## src/rtl/glitch_sweep_sequencer.sv

```systemverilog
// Fault-injection sweep sequencer: per attempt it holds the target in reset,
// waits a delay, fires a glitch pulse, watches the debug GPIOs for a success
// code and streams a 7-byte log record. Delay sweeps fastest, then length.
//
// Log stream handshake: a byte moves on every cycle where log_valid && log_ready.
// Once log_valid is high it stays high and log_data stays stable until that
// byte moves; only abort or RST can withdraw a pending byte.
module glitch_sweep_sequencer #(
    parameter logic [15:0] RESET_CYCLES   = 16'h200,
    parameter logic [15:0] DELAY_MIN      = 16'h001,
    parameter logic [15:0] DELAY_MAX      = 16'h300,
    parameter logic [15:0] LEN_MIN        = 16'h100,
    parameter logic [15:0] LEN_MAX        = 16'h180,
    parameter logic [23:0] TIMEOUT_CYCLES = 24'd12_000_000,
    parameter logic [7:0]  CODE_A         = 8'h88,
    parameter logic [7:0]  CODE_B         = 8'h25
) (
    input  logic        CLK,
    input  logic        RST,
    input  logic        start,
    input  logic        abort,
    input  logic [7:0]  debug_in,
    output logic        reset_out,
    output logic        glitch_out,
    output logic        busy,
    output logic        success,
    output logic        sweep_done,
    output logic [15:0] cur_delay,
    output logic [15:0] cur_len,
    output logic [15:0] attempt_count,
    output logic        log_valid,
    output logic [7:0]  log_data,
    input  logic        log_ready,
    output logic [2:0]  state_dbg
);
    typedef enum logic [2:0] {
        S_IDLE, S_RESET, S_DELAY, S_GLITCH, S_WATCH, S_LOG, S_ADVANCE, S_DONE
    } state_t;

    localparam logic [23:0] RESET_LAST   = {8'd0, RESET_CYCLES} - 24'd1;
    localparam logic [23:0] TIMEOUT_LAST = TIMEOUT_CYCLES - 24'd1;

    state_t      state, state_n;
    logic [23:0] cnt, cnt_n;
    logic [15:0] delay_n, len_n, attempts_n;
    logic [7:0]  result, result_n;
    logic [2:0]  idx, idx_n;
    logic        valid_n, success_n, sweep_n;
    logic [7:0]  data_n;
    logic [7:0]  dbg_meta, dbg_sync;
    logic        code_hit;

    assign state_dbg = state;
    assign code_hit  = (dbg_sync == CODE_A) || (dbg_sync == CODE_B);

    function automatic logic [7:0] log_byte(input logic [2:0] i, input logic [15:0] d,
                                            input logic [15:0] l, input logic [7:0] r);
        case (i)
            3'd0:    log_byte = 8'h55;
            3'd1:    log_byte = 8'hAA;
            3'd2:    log_byte = d[15:8];
            3'd3:    log_byte = d[7:0];
            3'd4:    log_byte = l[15:8];
            3'd5:    log_byte = l[7:0];
            default: log_byte = r;
        endcase
    endfunction

    // Two-flop synchroniser for the asynchronous target debug GPIOs.
    always_ff @(posedge CLK or posedge RST) begin
        if (RST) begin
            dbg_meta <= 8'h00;
            dbg_sync <= 8'h00;
        end else begin
            dbg_meta <= debug_in;
            dbg_sync <= dbg_meta;
        end
    end

    // State, sweep position and registered (glitch-free) output pins.
    always_ff @(posedge CLK or posedge RST) begin
        if (RST) begin
            state         <= S_IDLE;
            cnt           <= 24'd0;
            cur_delay     <= DELAY_MIN;
            cur_len       <= LEN_MIN;
            attempt_count <= 16'd0;
            result        <= 8'h00;
            idx           <= 3'd0;
            log_valid     <= 1'b0;
            log_data      <= 8'h00;
            success       <= 1'b0;
            sweep_done    <= 1'b0;
            reset_out     <= 1'b0;
            glitch_out    <= 1'b0;
            busy          <= 1'b0;
        end else begin
            state         <= state_n;
            cnt           <= cnt_n;
            cur_delay     <= delay_n;
            cur_len       <= len_n;
            attempt_count <= attempts_n;
            result        <= result_n;
            idx           <= idx_n;
            log_valid     <= valid_n;
            log_data      <= data_n;
            success       <= success_n;
            sweep_done    <= sweep_n;
            reset_out     <= (state_n == S_RESET);
            glitch_out    <= (state_n == S_GLITCH);
            busy          <= (state_n != S_IDLE) && (state_n != S_DONE);
        end
    end

    // Next-state, phase counting, sweep stepping and log byte sequencing.
    always_comb begin
        state_n    = state;
        cnt_n      = cnt + 24'd1;
        delay_n    = cur_delay;
        len_n      = cur_len;
        attempts_n = attempt_count;
        result_n   = result;
        idx_n      = idx;
        valid_n    = log_valid;
        data_n     = log_data;
        success_n  = success;
        sweep_n    = sweep_done;

        if (abort) begin
            // abort outranks start; in IDLE it simply keeps the FSM idle
            state_n   = S_IDLE;
            cnt_n     = 24'd0;
            valid_n   = 1'b0;
            success_n = 1'b0;
            sweep_n   = 1'b0;
        end else begin
            case (state)
                S_IDLE, S_DONE: begin
                    cnt_n = 24'd0;
                    if (start) begin
                        state_n    = S_RESET;
                        delay_n    = DELAY_MIN;
                        len_n      = LEN_MIN;
                        attempts_n = 16'd1;
                        success_n  = 1'b0;
                        sweep_n    = 1'b0;
                    end
                end
                S_RESET: begin
                    if (cnt == RESET_LAST) begin
                        state_n = S_DELAY;
                        cnt_n   = 24'd0;
                    end
                end
                S_DELAY: begin
                    if (cnt == {8'd0, cur_delay} - 24'd1) begin
                        state_n = S_GLITCH;
                        cnt_n   = 24'd0;
                    end
                end
                S_GLITCH: begin
                    if (cnt == {8'd0, cur_len} - 24'd1) begin
                        state_n = S_WATCH;
                        cnt_n   = 24'd0;
                    end
                end
                S_WATCH: begin
                    if (code_hit || cnt == TIMEOUT_LAST) begin
                        state_n  = S_LOG;
                        cnt_n    = 24'd0;
                        idx_n    = 3'd0;
                        result_n = code_hit ? dbg_sync : 8'h00;
                    end
                end
                S_LOG: begin
                    cnt_n = 24'd0;
                    if (!log_valid) begin
                        valid_n = 1'b1;
                        data_n  = log_byte(3'd0, cur_delay, cur_len, result);
                    end else if (log_ready) begin
                        if (idx == 3'd6) begin
                            valid_n   = 1'b0;
                            state_n   = (result != 8'h00) ? S_DONE : S_ADVANCE;
                            success_n = (result != 8'h00);
                        end else begin
                            idx_n  = idx + 3'd1;
                            data_n = log_byte(idx + 3'd1, cur_delay, cur_len, result);
                        end
                    end
                end
                S_ADVANCE: begin
                    cnt_n = 24'd0;
                    if (cur_delay < DELAY_MAX) begin
                        delay_n = cur_delay + 16'd1;
                    end else if (cur_len < LEN_MAX) begin
                        delay_n = DELAY_MIN;
                        len_n   = cur_len + 16'd1;
                    end
                    if (cur_delay >= DELAY_MAX && cur_len >= LEN_MAX) begin
                        state_n = S_DONE;
                        sweep_n = 1'b1;
                    end else begin
                        state_n    = S_RESET;
                        attempts_n = (attempt_count == 16'hFFFF) ? attempt_count
                                                                 : attempt_count + 16'd1;
                    end
                end
                default: state_n = S_IDLE;
            endcase
        end
    end
endmodule

```

## config.mk

```make
export PLATFORM = sky130hd
export DESIGN_NAME = glitch_sweep_sequencer
export DESIGN_NICKNAME = d
export VERILOG_FILES = /design/src/rtl/glitch_sweep_sequencer.sv
export SDC_FILE = /design/constraint.sdc
export NUM_CORES = 1
export LEC_CHECK = 0
export CAP_MARGIN = 40
export CORE_ASPECT_RATIO = 0.7
export CORE_MARGIN = 2
export CORE_UTILIZATION = 60
export DETAILED_ROUTE_END_ITERATION = 12
export PLACE_DENSITY = 0.84
export SETUP_SLACK_MARGIN = 0.4
export SKIP_LAST_GASP = 1
export SLEW_MARGIN = 25
export SYNTH_ARGS = -nofsm -noshare
export SYNTH_HDL_FRONTEND = slang
export SYNTH_SLANG_ARGS = --single-unit
export TNS_END_PERCENT = 50
```

## constraint.sdc

```tcl
create_clock -name CLK -period 8.56 [get_ports CLK]
set_clock_uncertainty 0.05 [all_clocks]
set_input_delay 1.284 -clock CLK [delete_from_list [all_inputs] [get_ports CLK]]
set_output_delay 1.284 -clock CLK [all_outputs]
set_load 0.01 [all_outputs]
```

==> out/results.md <==
| Result | This run | Unit |
|:---|:---|:---|
| Required time worst endpoint | 8.80 | ns |
| Total global routing track utilization | 0.3524 | - |
| Die width | 134.6 | um |
| Cell count of the worst hold path | 0 | - |
| Synth Net Count | 837 | - |
| Nature of the critical path startpoint | flop | - |
| Kind of end point of the critical path | flop | - |
| Clock tree from TritonCTS | built | - |
| Layout cells sized above 1 | 0.09838 | - |
| Starting density of the core | 0.6126 | - |
| Final total negative setup slack | 0 | ns |
| Final Routed Wirelength | 21830 | um |
| Status | finished clean | - |
| Max Clock Freq | 232.0 | MHz |
| Leakage power figure | 3.539 | nW |
| Post-placement cell count | 986 | - |
| Sequential-to-total area share from yosys stat | 0.4059 | - |
| # clock sinks | 116 | - |
| Area of the placeable core | 0.01169 | mm^2 |
| Arrival time reported for the critical path endpoint | 4.55 | ns |
| Leading register cell type out of synthesis | sky130_fd_sc_hd__dfrtp_1 | - |
| Pin slew with the least headroom to its limit | 0.9257 | ns |
| Remaining routing DRC violations | 0 | - |
| Final std cells w/o fill | 1021 | - |
| Vias per cell | 6.688 | - |
| Die Area | 0.01283 | mm^2 |
| Register bit count reported by yosys | 116 | - |
| Avg Synthesized Cell Area | 8.826 | um^2 |
| Maximum number of buffers from clock root to sink | 2 | - |
| Area used by multi-input combinational logic | 0.003909 | mm^2 |
| Power consumption | 0.001550 | W |
| Number of max-capacitance violations reported | 0 | - |
| Number of cell instances on the worst register-to-register path | 10 | - |
| Total via count after detailed routing | 6828 | - |
| Worst-Skew Late Latency | 0.42 | ns |
| Most frequent cells in the layout | sky130_fd_sc_hd__dfrtp_1, sky130_fd_sc_hd__nor2_1, sky130_fd_sc_hd__clkdlybuf4s50_1 | - |
| Total of fill cells in the finished design | 776 | - |
| DR WL/cell | 21.38 | um |
| Final Setup Violations | 0 | - |
| PwrDens | 180.5 | mW/mm^2 |
| Number of flops mapped to enable cells by yosys | 0 | - |
| Minimum period implied by the final worst setup slack | 4.310 | ns |
| Setup repair after global routing missed its margin | no | - |
| Worst-case headroom to the max-slew limit | 0.3813 | - |
| Number of global-route vias before repair | 6248 | - |
| Die H | 95.39 | um |
| Number of DRC markers in iteration 0 | 952 | - |
| Number of I/O port buffers | 77 | - |
| 1st-pass router iterations | 7 | - |
| Nets | 877 | - |
| Number of I/O pins | 78 | - |
| # H-tree levels | 4 | - |
| Area growth from synthesis to layout | 19.93 | % |
| Total congestion overflow | 0 | - |
| Clock-pin transition on the worst setup and hold timing paths | 0.06 | ns |
| Number of standard cells after synthesis | 811 | - |
| Type of the worst setup path | flop to flop | - |
| First-pass GRT wire length | 34380 | um |
| Cell area reported after detailed placement | 0.007873 | mm^2 |
| Global placement routability congestion | 0.9426 | - |
| Std cell rows | 33 | - |
| DRT antenna net count | 0 | - |
| Post-cts hold buffer count | 0 | - |
| Path category of the worst min-delay check | flop to flop | - |
| Post-cts sizing count | 0 | - |
| Pin count of the biggest net entering global routing | 64 | - |
| Antenna diode count | 0 | - |
| Total count of hold-check failures in the final report | 0 | - |
| Async S/R FF share, synth | 1.000 | - |
| Post-DP HPWL | 14580 | um |
| Setup bufs post-CTS | 0 | - |
| Root Driver | sky130_fd_sc_hd__clkbuf_16 | - |
| Peak ir drop on the vdd network | 0.0001424 | V |
| Final period util | 0.5035 | - |
| Netlist cell types | 73 | - |
| Synthesized cell area | 0.007158 | mm^2 |
| Leading cell type in the layout, fill and taps excluded | sky130_fd_sc_hd__dfrtp_1 | - |
| Crit-path max FO | 11 | - |
| Count of yosys warnings during synthesis | 0 | - |
| Area taken by flip-flops and latches | 0.002905 | mm^2 |
| Total count of max-transition violations in the final report | 0 | - |
| Number of antenna violations at the first check in global routing | 0 | - |
| Total clock buffers created by CTS | 17 | - |
| Post-route cell area | 0.008584 | mm^2 |
## worst max-delay path, cell delays in order (launching register included)
cell                        delay [ns]
sky130_fd_sc_hd__dfrtp_1          0.51
sky130_fd_sc_hd__inv_1            0.19
sky130_fd_sc_hd__ha_1             0.32
sky130_fd_sc_hd__or4b_1           0.58
sky130_fd_sc_hd__or4_1            0.51
sky130_fd_sc_hd__a221oi_1         0.44
sky130_fd_sc_hd__nand3_1          0.13
sky130_fd_sc_hd__a2111oi_0        0.76
sky130_fd_sc_hd__o22ai_1          0.36
sky130_fd_sc_hd__nor2_1           0.24
sky130_fd_sc_hd__nor3_1           0.08
## cells by family after synthesis
family	share of synthesized area
AOI/OAI and AO/OA	0.1514
xor gates and xnor gates	0.09911
adders and majority gates	0.02272
buffers and inverters	0.04911
DFF	0.4059
muxes	0.004370
and+or+nand+nor	0.2674
## synthesized netlist by cell type, types with 7 or more instances
master                     instances  area share
sky130_fd_sc_hd__o21ai_0          32       0.022
sky130_fd_sc_hd__nand2b_1          8      0.0070
sky130_fd_sc_hd__nand4_1          17       0.015
sky130_fd_sc_hd__xnor2_1          38       0.046
sky130_fd_sc_hd__nor2_1           92       0.048
sky130_fd_sc_hd__nor3_1           32       0.022
sky130_fd_sc_hd__and2_1            7      0.0061
sky130_fd_sc_hd__xor2_1           43       0.053
sky130_fd_sc_hd__ha_1             13       0.023
sky130_fd_sc_hd__dfrtp_1         114        0.40
sky130_fd_sc_hd__nor2_2           20       0.017
sky130_fd_sc_hd__or4_1             8      0.0084
sky130_fd_sc_hd__a31oi_1          11      0.0096
sky130_fd_sc_hd__or3_1            12       0.010
sky130_fd_sc_hd__a21oi_1          36       0.025
sky130_fd_sc_hd__nand2_1          64       0.034
sky130_fd_sc_hd__clkbuf_1         45       0.024
sky130_fd_sc_hd__a221oi_1         18       0.022
sky130_fd_sc_hd__nor4_1           21       0.018
sky130_fd_sc_hd__and3_1           12       0.010
sky130_fd_sc_hd__nand3_1          31       0.022
sky130_fd_sc_hd__inv_1            18      0.0094
## routing by layer
layer	global-route usage	routed length, um	part of all wire	vias up
li1	-	-	-	2987
met1	0.4881	9015	0.41	3300
met2	0.5378	9761	0.45	463
met3	0.09463	2407	0.11	78
met4	0.1246	648	0.030	0
met5	0	0	0	-
## where the power goes
part / switching [W] / internal [W] / total, W
sequential: 0.0000282 / 0.000565 / 0.000593
clock: 0.000289 / 0.000496 / 0.000785
combinational: 0.000102 / 0.0000696 / 0.000172
## layout make-up
cell class	instances	area share
Sequential cell	116	0.3384
Clock inverter	15	0.02565
Tap cell	157	0.02288
Timing Repair Buffer	84	0.09999
Multi-Input combinational cell	614	0.4553
Clock buffer	17	0.04956
Inverter	18	0.008162
## registers in the layout, summed over array words and instances, names as in the netlist
| name | count |
|---|---|
| dbg_meta | 8 |
| log_data | 8 |
| attempt_count | 16 |
| cnt | 24 |
| state_dbg | 3 |
| sweep_done | 1 |
| cur_delay | 16 |
| busy | 1 |
| cur_len | 16 |
| log_valid | 1 |
| success | 1 |
| dbg_sync | 8 |
| glitch_out | 1 |
| reset_out | 1 |
| result | 8 |
| idx | 3 |
## stage by stage
| step | utilization | hold slack, ns | worst slack (ns) |
|---|---|---|---|
| 5_1_grt | 0.7347 | 0.3022 | 4.176 |
| 6_report | 0.7347 | 0.2943 | 4.250 |
| 4_1_cts | 0.7290 | 0.2964 | 4.235 |
| 3_5_place_dp | 0.6737 | 0.2863 | 4.283 |
| 2_1_floorplan | - | 0.2812 | 4.157 |
| 3_3_place_gp | 0.6726 | 0.2837 | 4.457 |
## worst paths after layout
check	startpoint	to	slack (ns)
min in group asynchronous	RST	dbg_meta[6]	1.26
worst min-delay path	dbg_meta[5]	dbg_sync[5]	0.29
worst min register to register	dbg_meta[5]	dbg_sync[5]	0.29
worst max register to register	cur_len[0]	reset_out	4.25
worst max-delay path	cur_len[0]	reset_out	4.25
max in group asynchronous	RST	cur_len[8]	6.18
No activity file was read; power rests on OpenSTA's default activity.
